[config.mk]
export PLATFORM = sky130hd
export DESIGN_NAME = ntr_response_tx
export DESIGN_NICKNAME = d
export VERILOG_FILES = /design/src/rtl/ntr_response_tx_pkg.sv /design/src/rtl/ntr_edge_det.sv /design/src/rtl/ntr_response_tx.sv
export SDC_FILE = /design/constraint.sdc
export NUM_CORES = 1
export LEC_CHECK = 0
export CAP_MARGIN = 20
export CORE_MARGIN = 4
export CORE_UTILIZATION = 40
export DETAILED_ROUTE_END_ITERATION = 7
export MAX_ROUTING_LAYER = met4
export SYNTH_ARGS = -nofsm -noshare
export SYNTH_HDL_FRONTEND = slang
export SYNTH_HIERARCHICAL = 1
export SYNTH_SLANG_ARGS = --single-unit
[constraint.sdc]
create_clock -name clk -period 5.3 [get_ports clk]
set_input_delay 0.53 -clock clk [delete_from_list [all_inputs] [get_ports clk]]
set_output_delay 0.53 -clock clk [all_outputs]
set_load 0.005 [all_outputs]
[src/rtl/ntr_response_tx_pkg.sv]
// Shared constants and state encoding for the NTR cartridge-bus response path.
// Pure declarations: no logic, no latency.
// Also used by the command decoder so both halves agree on framing.
package ntr_response_tx_pkg;

   localparam int         NTR_CMD_BYTES    = 8;
   localparam logic [7:0] NTR_FILL_DEFAULT = 8'hFF;

   typedef enum logic [1:0] {
      ST_IDLE = 2'd0,
      ST_CMD  = 2'd1,
      ST_DATA = 2'd2,
      ST_DONE = 2'd3
   } ntr_state_t;

   // Counter width for a count of n items, never narrower than one bit
   function automatic int cnt_width(input int n);
      return (n > 1) ? $clog2(n) : 1;
   endfunction

endpackage

[src/rtl/ntr_edge_det.sv]
// Edge pulse of an already-synchronised input against its registered history.
// Latency: pulse is high in the first clk cycle where sig differs from history.
// No backpressure; RST_VAL seeds the history so reset does not fake an edge.
module ntr_edge_det #(
   parameter logic RST_VAL = 1'b0,
   parameter bit   RISING  = 1'b1
) (
   input  logic clk,
   input  logic rst,
   input  logic sig,
   output logic pulse
);

   logic sig_q;

   // One-cycle history of the input
   always_ff @(posedge clk or posedge rst) begin
      if (rst) sig_q <= RST_VAL;
      else     sig_q <= sig;
   end

   assign pulse = RISING ? (sig & ~sig_q) : (~sig & sig_q);

endmodule

[src/rtl/ntr_response_tx.sv]
// NTR response transmitter: counts command bytes, then feeds stream bytes to the host.
// Latency: a byte is loaded 1 clk after the ntr_clk rise that requests it.
// Backpressure: stream is only consumed on a load; a missing byte is replaced by FILL.
module ntr_response_tx
   import ntr_response_tx_pkg::*;
#(
   parameter int         RESP_LEN  = 512,
   parameter logic [7:0] FILL      = NTR_FILL_DEFAULT,
   parameter int         CMD_BYTES = NTR_CMD_BYTES
) (
   input  logic        clk,
   input  logic        rst,
   input  logic        ntr_clk_s,
   input  logic        ntr_cs1_s,
   input  logic [7:0]  tx_data,
   input  logic        tx_valid,
   output logic        tx_ready,
   output logic [7:0]  ntr_data_out,
   output logic        ntr_oe,
   output logic        busy,
   output logic        underrun,
   output logic [12:0] byte_count
);

   localparam int             CW         = cnt_width(CMD_BYTES);
   localparam logic [CW-1:0]  CMD_LAST   = CW'(CMD_BYTES - 1);
   localparam logic [12:0]    RESP_LEN_C = 13'(RESP_LEN);

   ntr_state_t    state;
   logic [CW-1:0] cmd_cnt;
   logic          rise;
   logic          more;
   logic          load_now;
   logic [7:0]    load_byte;
   logic [12:0]   bc_next;

   // History reset to 1 so an ntr_clk already high after reset is not a rise
   ntr_edge_det #(
      .RST_VAL (1'b1),
      .RISING  (1'b1)
   ) u_clk_edge (
      .clk   (clk),
      .rst   (rst),
      .sig   (ntr_clk_s),
      .pulse (rise)
   );

   assign bc_next   = byte_count + 13'd1;
   assign more      = (bc_next < RESP_LEN_C);
   assign load_byte = tx_valid ? tx_data : FILL;

   // A byte is loaded on the last command rise or on a data rise with bytes still owed;
   // cs1 high masks any rise in the same cycle
   always_comb begin
      load_now = 1'b0;
      if (!ntr_cs1_s && rise) begin
         case (state)
            ST_CMD:  load_now = (cmd_cnt == CMD_LAST);
            ST_DATA: load_now = more;
            default: load_now = 1'b0;
         endcase
      end
   end

   // Stream handshake: consumed only when a load actually takes a valid byte
   assign tx_ready = load_now & tx_valid;
   assign busy     = (state != ST_IDLE);

   // Transaction FSM with counters and the output byte register
   always_ff @(posedge clk or posedge rst) begin
      if (rst) begin
         state        <= ST_IDLE;
         cmd_cnt      <= '0;
         byte_count   <= '0;
         underrun     <= 1'b0;
         ntr_data_out <= FILL;
         ntr_oe       <= 1'b0;
      end else if (state != ST_IDLE && ntr_cs1_s) begin
         // Deselect or abort: release the bus, keep counters for inspection
         state        <= ST_IDLE;
         ntr_oe       <= 1'b0;
         ntr_data_out <= FILL;
      end else begin
         case (state)
            ST_IDLE: begin
               if (!ntr_cs1_s) begin
                  state      <= ST_CMD;
                  cmd_cnt    <= '0;
                  byte_count <= '0;
                  underrun   <= 1'b0;
               end
            end
            ST_CMD: begin
               if (rise) begin
                  if (load_now) begin
                     state        <= ST_DATA;
                     ntr_oe       <= 1'b1;
                     ntr_data_out <= load_byte;
                     if (!tx_valid) underrun <= 1'b1;
                  end else begin
                     cmd_cnt <= cmd_cnt + 1'b1;
                  end
               end
            end
            ST_DATA: begin
               if (rise) begin
                  byte_count <= bc_next;
                  if (load_now) begin
                     ntr_data_out <= load_byte;
                     if (!tx_valid) underrun <= 1'b1;
                  end else begin
                     state        <= ST_DONE;
                     ntr_data_out <= FILL;
                  end
               end
            end
            default: begin
               // DONE: keep driving FILL, ignore further rises
               ntr_oe       <= 1'b1;
               ntr_data_out <= FILL;
            end
         endcase
      end
   end

endmodule

; ---- Word level (Yosys, flattened, before mapping)
; Cells that the tools add are included.
[word_totals]
ff_bits = 29
input_bits = 13
output_inout_bits = 25
wordCells = 80
[op_classes]
n_addsub = 2
n_lt_le_gt_ge = 1
n_eq_ne = 17
muxes = 32
bitwise_logic = 4
reduce_logical = 17
[ops]
columns = operator, count
row1 = $mux W8, 6
row2 = $mux W13, 2
row3 = $pmux W13 S2, 1
row4 = $pmux W8 S3, 1
row5 = $ne A3 B3 Y1 const B, 5
row6 = $add A13 B1 Y13 const B, 1
row7 = $lt A13 B10 Y1 const B, 1
row8 = $mux W2, 6
row9 = $ne A2 B2 Y1 const B, 6
row10 = $reduce_and A6 Y1, 2
row11 = $mux W3, 3
row12 = $mux W1, 8
row13 = $reduce_and A4 Y1, 2
row14 = $reduce_bool A2 Y1, 4
row15 = $ne A2 B1 Y1 const B, 3
row16 = $pmux W1 S2, 3
row17 = $pmux W2 S3, 1
row18 = $pmux W3 S2, 1
row19 = $reduce_and A5 Y1, 1
row20 = $reduce_bool A4 Y1, 1
row21 = $reduce_or A2 Y1, 2
row22 = $add A3 B1 Y3 const B, 1
row23 = $eq A3 B3 Y1 const B, 1
row24 = $reduce_and A3 Y1, 1
row25 = 7 further kinds, 10

; ---- Longest topological paths before layout
; Gate-level depths: netlist (run 1).
[logic_depth]
ltp_word = 8
mapped_depth = 9
ltp_nobuf = 8

; ---- By module
; The synthesis (run 1) kept the hierarchy.
[by_module_without_submodules]
columns = mod, n_inst, cells_per_inst, area_each_um2, seq_area_each_um2
row1 = ntr_response_tx, 1, 213, 1851.8, 710.7
row2 = ntr_edge_det, 1, 3, 43.8, 26.3

; ---- Worst setup path after synthesis (run 1)
; No wires, ideal clock.
[synth_path]
path_kind = reg-to-output
start = reg byte_count[0]
end = out tx_ready
arrival_ns = 1.861
required_ns = 4.770
slack_ns = 2.909
path_stages_with_launch = 8
path_buffers = 1
cell_sequence = dfrtp_1 -> ha_1 -> nand3_1 -> nor4_1 -> a211oi_1 -> a311oi_2 -> buf_2 -> and2_1
[synth_between]
elab_chain_len = 5
[synth_rtl]
columns = element, line
row1 = from (decl), ntr_response_tx.sv:22  ; output logic [12:0] byte_count
row2 = from (signal assigned), ntr_response_tx.sv:107  ; byte_count <= bc_next;
row3 = $add A13 B1 Y13, ntr_response_tx.sv:48  ; assign bc_next = byte_count + 13'd1;
row4 = $lt A13 B10 Y1, ntr_response_tx.sv:49  ; assign more = (bc_next < RESP_LEN_C);
row5 = $pmux W1 S2, ntr_response_tx.sv:57  ; case (state)
row6 = $mux W1, ntr_response_tx.sv:56  ; if (!ntr_cs1_s && rise) begin
row7 = $and A1 B1 Y1, ntr_response_tx.sv:66  ; assign tx_ready = load_now & tx_valid;
row8 = to (decl), ntr_response_tx.sv:17  ; output logic tx_ready,
; No other way between the ends.

; ---- Final worst setup path (run 1)
[layout_path]
start = reg state[0]
end = out tx_ready
[layout_between]
elab_chain_len = 4
elab_cells_between_ends = 5
classes_between = eq/ne: 2 / mux: 2 / bitwise: 1
[layout_rtl]
columns = element, line
row1 = from (decl), ntr_response_tx.sv:29  ; ntr_state_t state;
row2 = from (signal assigned), ntr_response_tx.sv:72  ; state <= ST_IDLE;
row3 = from (signal assigned), ntr_response_tx.sv:80  ; state <= ST_IDLE;
row4 = from (signal assigned), ntr_response_tx.sv:87  ; state <= ST_CMD;
row5 = $eq A2 B2 Y1 or $eq A2 B1 Y1 (tied branches), ntr_response_tx.sv:57
row6 = $pmux W1 S2 (*), ntr_response_tx.sv:57
row7 = $mux W1 (*), ntr_response_tx.sv:56
row8 = $and A1 B1 Y1 (*), ntr_response_tx.sv:66
; Mark *: on every way between the ends. The rest lies on a longest branch, timed or not.

==> summary.txt, run 1 <==
relative slew slack = 41.0%
YS warnings = 6
Clock Sinks = 29
number of buffers created by CTS = 5
Fillers = 406
Tot GR Track Use = 16.0%
synth-to-layout area growth = 26.0%
clk_lat worst skew = 0.28 ns
most common cell in the netlist = nand2_1
Avg WL per Cell = 14.6 µm
vias in the first global route = 1,564
post-synthesis sequential area ratio = 38.9%
final net count = 270
Vias = 1,646
Top FF cell, synth = dfrtp_1
post-synthesis cell type count = 51
Cell Area, Synth = 1900 µm²
drt via density = 5.43
crit path capture type = output pin
# hold bufs at CTS = 0
Post-synth EDFFs = 0
final hold violation count = 0
TNS Setup = 0 ns
Switch Pwr = 0.000393 W
Slew Viols, Final = 0
Initial DRT Pass Iterations = 4
Mapped Nets = 236
area of the core = 4470 µm²
CTS Buffer Depth = 2
Worst EP required = 4.77 ns
number of setup buffers added after CTS = 0
Max Clk Rate = 260 MHz
H-Tree Depth = 2
DP Cell Count = 295
Final period util = 72.5%
Comb pwr share = 50.7%
worst reg-to-reg setup slack = 2.34 ns
top cell type's share of synthesized area = 26.4%
Cell Count, Final, Fillers Out = 303
first-pass GRT wire length = 7.54 mm
half-perimeter wire length after placement = 3.29 mm
Seq cells post-synth = 29
die extent in x = 76.8 µm
die area = 5900 µm²
1st-iter DRT viols = 85
synth top area cells = dfrtp_1, dfstp_2, nand2_1
clock share of power = 18.0%
Hold Crit Class = reg -> reg
final clock skew = 0.00996 ns
crit path DAT = 3.31 ns
kind of critical path = reg -> out
grt ovf = 0
final setup vio count = 0
max_cap viols = 0
Syn Inst Count = 216
# IOs = 38
status = complete, no violations
Post-synth top cells = nand2_1, dfrtp_1, o21ai_0
post-cts resize count = 0
startpoint types = register
clock-pin slew on the worst setup and hold paths = 0.06 ns
CTS tree = built
layout cells sized above 1 = 13.1%
Die Y = 76.8 µm
Internal Power = 0.000605 W
Final ANT Viol Nets = 0
largest area contributor in the netlist = dfrtp_1
Site Rows = 24
leakage = 1.00 nW
CTS Root Cell = clkbuf_8
syn_area_per_cell = 8.78 µm²
GPL Wtd Cong = 0.858
DRC violations left = 0
unrepaired setup endpoints after global routing = no
Ant. Diodes = 0
worst-path maximum fanout = 27
count of input and output buffers = 37
final wirelength = 4.44 mm
shortest period the worst path allows = 3.84 ns
Initial Util = 42.4%
Sw Share = 39.3%
Max IR drop VDD = 0.283 mV
Worst-Margin Slew = 0.885 ns
initial antenna violation count = 0
largest net degree at the start of global routing = 28
ys async rst share = 100%
sequential share of power = 31.3%
Pwr Density = 418 nW/µm²
-- critical path: stages (launching register included) --
cell and delay [ns]:
dfrtp_1 0.38, inv_1 0.14, ha_1 0.76, and3_1 0.30, nand2_1 0.07, a311oi_2 0.66, and2_1 0.22, clkdlybuf4s50_1 0.49
-- worst paths after layout --
| path | from | end | cells after the start |
|---|---|---|---|
| max reg2reg | state[0] | cmd_cnt[0] | 7 |
| max in group asynchronous | rst | ntr_data_out[2] | 3 |
| min in group asynchronous | rst | u_clk_edge/sig_q | 2 |
| max | state[0] | tx_ready | 7 |
| min reg2reg | cmd_cnt[1] | cmd_cnt[1] | 1 |
| min | cmd_cnt[1] | cmd_cnt[1] | 1 |
-- cells by family after synthesis --
family                     Yosys count  synth area share (%)
xor gates and xnor gates             3                  1.39
buffers and inverters               27                  6.14
and+or+nand+nor                     69                  18.6
AOI/OAI and AO/OA                   77                  27.9
adders and majority gates            7                  4.62
DFF                                 29                  38.9
muxes                                4                  2.51
-- sequential cells by signal, indices dropped and copies added (netlist names) --
register / flops
byte_count: 13
cmd_cnt: 3
ntr_data_out: 8
ntr_oe: 1
state: 2
u_clk_edge/sig_q: 1
underrun: 1
-- power by group through the flow --
stage	Combinational, W	Sequential [W]	Clock (W)
after floorplan	0.000353	0.000315	0
after global placement	0.000503	0.000315	0
after detailed placement	0.000511	0.000316	0
after CTS	0.000513	0.000312	0.000186
after global routing	0.000571	0.000319	0.000196
final	0.000506	0.000312	0.000180
-- cells in the final DEF (no fill, tap or decap), types with 2 or more instances in the layout --
master            n
a22o_1            4
a21oi_1          15
a22o_2            3
nand4_1           2
dfrtp_1          20
o31ai_1           3
mux2_2            2
o2111ai_1         2
nor2b_1           2
nor2_1           12
nor3_1            5
a31oi_1          11
inv_1            16
xor2_1            2
and2_1            2
dfstp_2           9
a21o_1            4
o21ai_0          17
o22a_1            8
a211oi_1          2
nand3b_1          2
clkinv_2          2
ha_1              7
clkbuf_8          5
nand2_1          24
nand3_1           8
clkdlybuf4s50_1  37
-- metrics by stage --
stage / hold WS, ns / worst slack [ns] / cell area, µm² / util (%) / power (W)
final: 0.513 / 1.46 / 2390 / 53.4 / 0.000998
after global routing: 0.528 / 1.14 / 2390 / 53.4 / 0.00109
after CTS: 0.515 / 1.39 / 2390 / 53.4 / 0.00101
after detailed placement: 0.498 / 1.70 / 2300 / 51.5 / 0.000827
after global placement: 0.489 / 1.77 / 2270 / 50.8 / 0.000817
after floorplan: 0.420 / 2.91 / 1900 / - / 0.000668
-- routing by layer --
layer	routed length (µm)	part of all wire, %	GRT usage [%]
met3	153	3.4	3.63
met5	0	0	-
met4	47	1.1	4.89
met1	2240	51	22.1
met2	1990	45	23.4
-- cell type report --
cell class / instances / area [µm²] / share of cell area [%]
Clock buffer: 5 / 68.8 / 2.88
Clock inverter: 3 / 17.5 / 0.733
Sequential cell: 29 / 737 / 30.9
Inverter: 16 / 60.1 / 2.51
Timing Repair Buffer: 38 / 398 / 16.7
Multi-Input combinational cell: 160 / 1040 / 43.6
Tap cell: 52 / 65.1 / 2.72
Power figures use the tool's default switching activity.
==> run 2: changes to the inputs <==
--- a/config.mk
+++ b/config.mk
@@ -10,6 +10,7 @@
 export CORE_UTILIZATION = 40
 export DETAILED_ROUTE_END_ITERATION = 7
 export MAX_ROUTING_LAYER = met4
+export PLACE_DENSITY = 0.67
 export SYNTH_ARGS = -nofsm -noshare
 export SYNTH_HDL_FRONTEND = slang
 export SYNTH_HIERARCHICAL = 1
==> constraint.sdc (replaced) <==
create_clock -name clk -period 3.4 [get_ports clk]
set_input_delay 0.34 -clock clk [delete_from_list [all_inputs] [get_ports clk]]
set_output_delay 0.34 -clock clk [all_outputs]
set_load 0.005 [all_outputs]
==> run 2 against run 1 <==
  * Setup slack got worse by 1.0 ns
  * Register-to-register slack got worse by 1.5 ns
  * Non-clock buffer count rose by 4
  * Clock power up 77%
  * Critical path depth unchanged
  * Clock skew decreased by 0.0024 ns
  * Cell count increased by 1.3%
  * Routed wire length increased by 3.7%
  * Design area is 1.9% higher
  * Power up 61%
  * Die area unchanged
  * Global-route usage increased by 0.13 points
  * Critical path type unchanged
  * Critical endpoint unchanged
==> summary.txt, run 2 (synthesis results as in run 1) <==
leading cell types in the layout, fill and taps excluded = clkdlybuf4s50_1, nand2_1, dfrtp_1
top flop regs = byte_count x13, ntr_data_out x8, cmd_cnt x3
clk_lat worst skew = 0.28 ns (about the same)
post-cts resize count = 0 (unchanged)
design area = 2430 µm² (+1.9%)
Sw Share = 38.0% (-1.3 points)
final net count = 274 (+1.5%)
Crit path largest cell delay = 0.50 ns (-0.26 ns)
most common cell after layout, fill and taps aside = clkdlybuf4s50_1
largest register by flop count = byte_count
count of input and output buffers = 37 (unchanged)
Avg WL per Cell = 15.0 µm (+2.3%)
DRC violations left = 0 (unchanged)
Slew Viols, Final = 0 (unchanged)
Comb pwr share = 49.9% (-0.8 points)
final wirelength = 4.60 mm (+3.7%)
drt via density = 5.67 (+4.3%)
Worst EP required = 3.06 ns (-1.71 ns)
CP top delay family = simple AND/OR/NAND/NOR gates
shortest period the worst path allows = 2.97 ns
layout cells sized above 1 = 14.5% (+1.4 points)
Clock Sinks = 29 (unchanged)
Vias = 1,740 (+5.7%)
Die Y = 76.8 µm (unchanged)
startpoint types = register
Initial Util = 42.4% (unchanged)
GPL Wtd Cong = 0.814 (-5.2%)
number of setup buffers added after CTS = 0 (unchanged)
first-pass GRT wire length = 7.60 mm (+0.73%)
slowest cell on the critical path = clkdlybuf4s50_1
final setup vio count = 0 (unchanged)
clock-pin slew on the worst setup and hold paths = 0.07 ns (about the same)
number of buffers created by CTS = 5 (unchanged)
TNS Setup = 0 ns (unchanged)
final hold violation count = 0 (unchanged)
die area = 5900 µm² (unchanged)
area of the core = 4470 µm² (unchanged)
CTS tree = built
# hold bufs at CTS = 0 (unchanged)
H-Tree Depth = 2 (unchanged)
kind of critical path = reg -> out
Ant. Diodes = 0 (unchanged)
sequential share of power = 30.2% (-1.1 points)
CTS Buffer Depth = 2 (unchanged)
dpl cell area = 2300 µm² (+0.11%)
leakage = 1.03 nW (+3.0%)
largest net degree at the start of global routing = 25 (-11%)
Pwr Density = 660 nW/µm² (+58%)
Max Clk Rate = 336 MHz
1st-iter DRT viols = 136 (+60%)
Switch Pwr = 0.000611 W (+56%)
worst-path maximum fanout = 5 (-81%)
Hold Crit Class = in -> async
CP cell instances = ha_1 -> nand3_1 -> nor4_1 -> a211oi_1 -> a311oi_2 -> and2_1 -> clkdlybuf4s50_1
Final ANT Viol Nets = 0 (unchanged)
grt ovf = 0 (unchanged)
Initial DRT Pass Iterations = 4 (unchanged)
R2R cell count = 7 (unchanged)
synth-to-layout area growth = 28.4%
unrepaired setup endpoints after global routing = no
vias in the first global route = 1,562 (-0.13%)
crit path DAT = 2.63 ns (-0.68 ns)
half-perimeter wire length after placement = 3.32 mm (+0.95%)
initial antenna violation count = 0 (unchanged)
max_cap viols = 0 (unchanged)
Pwr Total = 0.00161 W (+61%)
status = complete, no violations
Final period util = 87.5%
CTS Root Cell = clkbuf_8
# IOs = 38 (unchanged)
relative slew slack = 59.6% (+19 points)
Max IR drop VDD = 0.365 mV (+29%)
crit path capture type = output pin
clock share of power = 19.8% (+1.8 points)
Buf/Inv on CP = 1 (-1)
Tot GR Track Use = 16.2% (+0.13 points)
max reg flops = 13 (unchanged)
die extent in x = 76.8 µm (unchanged)
Worst-Margin Slew = 0.605 ns (-0.280 ns)
critical path depth in cells = 7 (unchanged)
final clock skew = 0.00752 ns (-0.00244 ns)
Internal Power = 0.000995 W (+64%)
Site Rows = 24 (unchanged)
## run 2: worst paths after layout
check                              start                to  slack (ns)
setup / recovery           byte_count[0]          tx_ready        0.43
hold / removal                       rst  u_clk_edge/sig_q        0.40
setup reg to reg           byte_count[0]   ntr_data_out[1]        0.84
hold reg to reg               cmd_cnt[1]        cmd_cnt[1]        0.51
max in group asynchronous            rst   ntr_data_out[0]        2.29
min in group clk              cmd_cnt[1]        cmd_cnt[1]        0.51
## run 2: power by group through the flow
stage	clock network, W	registers, W	logic [W]
after floorplan	0	0.000491	0.000550
after global placement	0	0.000489	0.000785
after detailed placement	0	0.000492	0.000796
after CTS	0.000325	0.000487	0.000799
after global routing	0.000342	0.000497	0.000890
final	0.000318	0.000486	0.000802
## run 2: layer usage
metal	global-route usage, %	share of wire (%)
met1	21.8	49
met2	23.7	46
met3	3.98	4.4
met4	5.43	1.2
met5	-	0
## run 2: final cells by class
class | count | area, µm²
flip-flops and latches | 29 | 737
well taps | 52 | 65.1
fillers | 415 | 2040
clock buffers | 7 | 96.3
clock inverters | 1 | 5.00
inverters | 16 | 60.1
multi-input cells | 160 | 1040
repair buffers | 42 | 428
## run 2: worst reg2reg max path, stage by stage (launching register included)
cell and delay, ns:
dfrtp_1 0.41, ha_1 0.26, nand3_1 0.14, nor4_1 0.46, a211oi_1 0.12, a211oi_2 0.33, nor2b_1 0.56, o22a_1 0.22
## run 2: through the flow
stage               hold slack [ns]  util (%)  setup slack, ns  std cells
floorplan                     0.230         -             1.20        216
global placement              0.491      51.5            0.764        298
detailed placement            0.491      51.5            0.730        298
CTS                           0.397      53.8            0.420        306
global route                  0.421      54.4            0.197        307
finish                        0.398      54.4            0.426        307
==> run 3: changes to the inputs <==
--- a/config.mk
+++ b/config.mk
@@ -11,6 +11,7 @@
 export DETAILED_ROUTE_END_ITERATION = 7
 export MAX_ROUTING_LAYER = met4
 export PLACE_DENSITY = 0.67
+export SETUP_SLACK_MARGIN = 0.4
 export SYNTH_ARGS = -nofsm -noshare
 export SYNTH_HDL_FRONTEND = slang
 export SYNTH_HIERARCHICAL = 1
==> run 3 against run 2 <==
  * Fmax rose by 4.2%
  * Flip-flop and latch count unchanged
  * Setup slack better by 0.12 ns
  * Die area stayed put
  * Largest power group unchanged
==> summary.txt, run 3 (synthesis results as in run 1) <==
final clock skew = 0.00673 ns (-0.000784 ns)
largest register by flop count = byte_count
CTS tree = built
relative slew slack = 60.1% (+0.50 points)
max_cap viols = 0 (unchanged)
dpl cell area = 2300 µm² (unchanged)
Pwr Density = 658 nW/µm² (-0.34%)
Worst EP required = 3.06 ns (about the same)
Fillers = 413 (-0.48%)
Crit path largest cell delay = 0.50 ns (about the same)
design area = 2450 µm² (+0.82%)
vias in the first global route = 1,562 (unchanged)
status = complete, no violations
# hold bufs at CTS = 0 (unchanged)
Layout Utilization = 54.8% (+0.45 points)
unrepaired setup endpoints after global routing = no
first-pass GRT wire length = 7.60 mm (unchanged)
Site Rows = 24 (unchanged)
Max IR drop VDD = 0.391 mV (+7.1%)
Final ANT Viol Nets = 0 (unchanged)
final hold violation count = 0 (unchanged)
clock-pin slew on the worst setup and hold paths = 0.07 ns (about the same)
Clock Sinks = 29 (unchanged)
synth-to-layout area growth = 29.4%
Slew Viols, Final = 0 (unchanged)
TNS Setup = 0 ns (unchanged)
max reg flops = 13 (unchanged)
final wirelength = 4.68 mm (+1.7%)
1st-iter DRT viols = 128 (-5.9%)
leakage = 1.03 nW (-0.41%)
number of buffers created by CTS = 5 (unchanged)
drt via density = 5.74 (+1.2%)
crit path DAT = 2.51 ns (-0.12 ns)
Ant. Diodes = 0 (unchanged)
count of input and output buffers = 37 (unchanged)
Initial DRT Pass Iterations = 4 (unchanged)
kind of critical path = reg -> out
startpoint types = register
CTS Root Cell = clkbuf_8
Tot GR Track Use = 16.2% (unchanged)
Avg WL per Cell = 15.2 µm (+1.7%)
final net count = 274 (unchanged)
layout cells sized above 1 = 15.7% (+1.2 points)
Die Y = 76.8 µm (unchanged)
area of the core = 4470 µm² (unchanged)
die extent in x = 76.8 µm (unchanged)
GPL Wtd Cong = 0.814 (unchanged)
initial antenna violation count = 0 (unchanged)
largest net degree at the start of global routing = 25 (unchanged)
leading cell types in the layout, fill and taps excluded = clkdlybuf4s50_1, nand2_1, dfrtp_1
Hold Crit Class = in -> async
final setup vio count = 0 (unchanged)
shortest period the worst path allows = 2.85 ns (-0.121 ns)
crit path capture type = output pin
CTS Buffer Depth = 2 (unchanged)
die area = 5900 µm² (unchanged)
DRC violations left = 0 (unchanged)
Worst-Margin Slew = 0.598 ns (-0.00742 ns)
Max Clk Rate = 350 MHz (+4.2%)
H-Tree Depth = 2 (unchanged)
# IOs = 38 (unchanged)
grt ovf = 0 (unchanged)
slowest cell on the critical path = clkdlybuf4s50_1
CP cell instances = ha_2 -> nand3_1 -> nor4_4 -> a211oi_1 -> a311oi_2 -> and2_1 -> clkdlybuf4s50_1
Vias = 1,761 (+1.2%)
clk_lat worst skew = 0.28 ns (about the same)
worst-path maximum fanout = 5 (unchanged)
most common cell after layout, fill and taps aside = clkdlybuf4s50_1
half-perimeter wire length after placement = 3.32 mm (unchanged)
top flop regs = byte_count x13, ntr_data_out x8, cmd_cnt x3
Initial Util = 42.4% (unchanged)
Final period util = 83.9% (-3.6 points)
-- run 3: cell count changes in the layout (fill, tap and decap cells not counted) --
cell	change
ha_2	+2
ha_1	-2
nor4_4	+1
nor4_1	-1
-- run 3: repair_timing --
| item | CTS | global route |
|---|---|---|
| setup buffers | 0 | 0 |
| resized for setup | 0 | 4 |
| setup endpoints to repair | 0 | 1 |
-- run 3: cell type report --
cell class | instances | area (µm²) | share of cell area (%)
Clock buffer | 7 | 96.3 | 3.93
Inverter | 16 | 60.1 | 2.45
Multi-Input combinational cell | 160 | 1060 | 43.3
Timing Repair Buffer | 42 | 428 | 17.4
Sequential cell | 29 | 737 | 30.0
Clock inverter | 1 | 5.00 | 0.204
Tap cell | 52 | 65.1 | 2.65
-- run 3: power breakdown --
part / internal [W] / leakage (nW) / switching, W / total (W)
logic: 0.000374 / 0.607 / 0.000434 / 0.000808
clock network: 0.000183 / 0.0542 / 0.000137 / 0.000319
registers: 0.000441 / 0.368 / 0.0000450 / 0.000486
-- run 3: final timing paths --
path | start | to | slack (ns) | cells after the start
max in group asynchronous | rst | ntr_data_out[0] | 2.29 | 4
hold / removal | rst | u_clk_edge/sig_q | 0.40 | 2
setup reg to reg | state[0] | byte_count[6] | 0.88 | 9
hold reg to reg | cmd_cnt[1] | cmd_cnt[1] | 0.51 | 1
setup / recovery | byte_count[0] | tx_ready | 0.55 | 7
min in group clk | cmd_cnt[1] | cmd_cnt[1] | 0.51 | 1
-- run 3: layer usage --
layer  wire [µm]  vias up  track usage [%]
li1            -      862                -
met1        2220      849             21.8
met2        2200       43             23.7
met3         206        7             3.98
met4          59        0             5.43
met5           0        -                -
-- run 3: metrics by stage --
stage	power [W]	cells	hold WS (ns)	setup WS [ns]
finish	0.00161	307	0.397	0.547
global route	0.00173	307	0.421	0.399
CTS	0.00161	306	0.397	0.420
detailed placement	0.00129	298	0.491	0.730
global placement	0.00127	298	0.491	0.764
floorplan	0.00104	216	0.230	1.20
-- run 3: critical path: cells and delay by family (launching register included) --
family,cells,cell delay [ns]
adders and majority gates,1,0.25
AOI/OAI and AO/OA,2,0.38
and+or+nand+nor,3,0.69
buffers and inverters,1,0.50
DFF,1,0.41
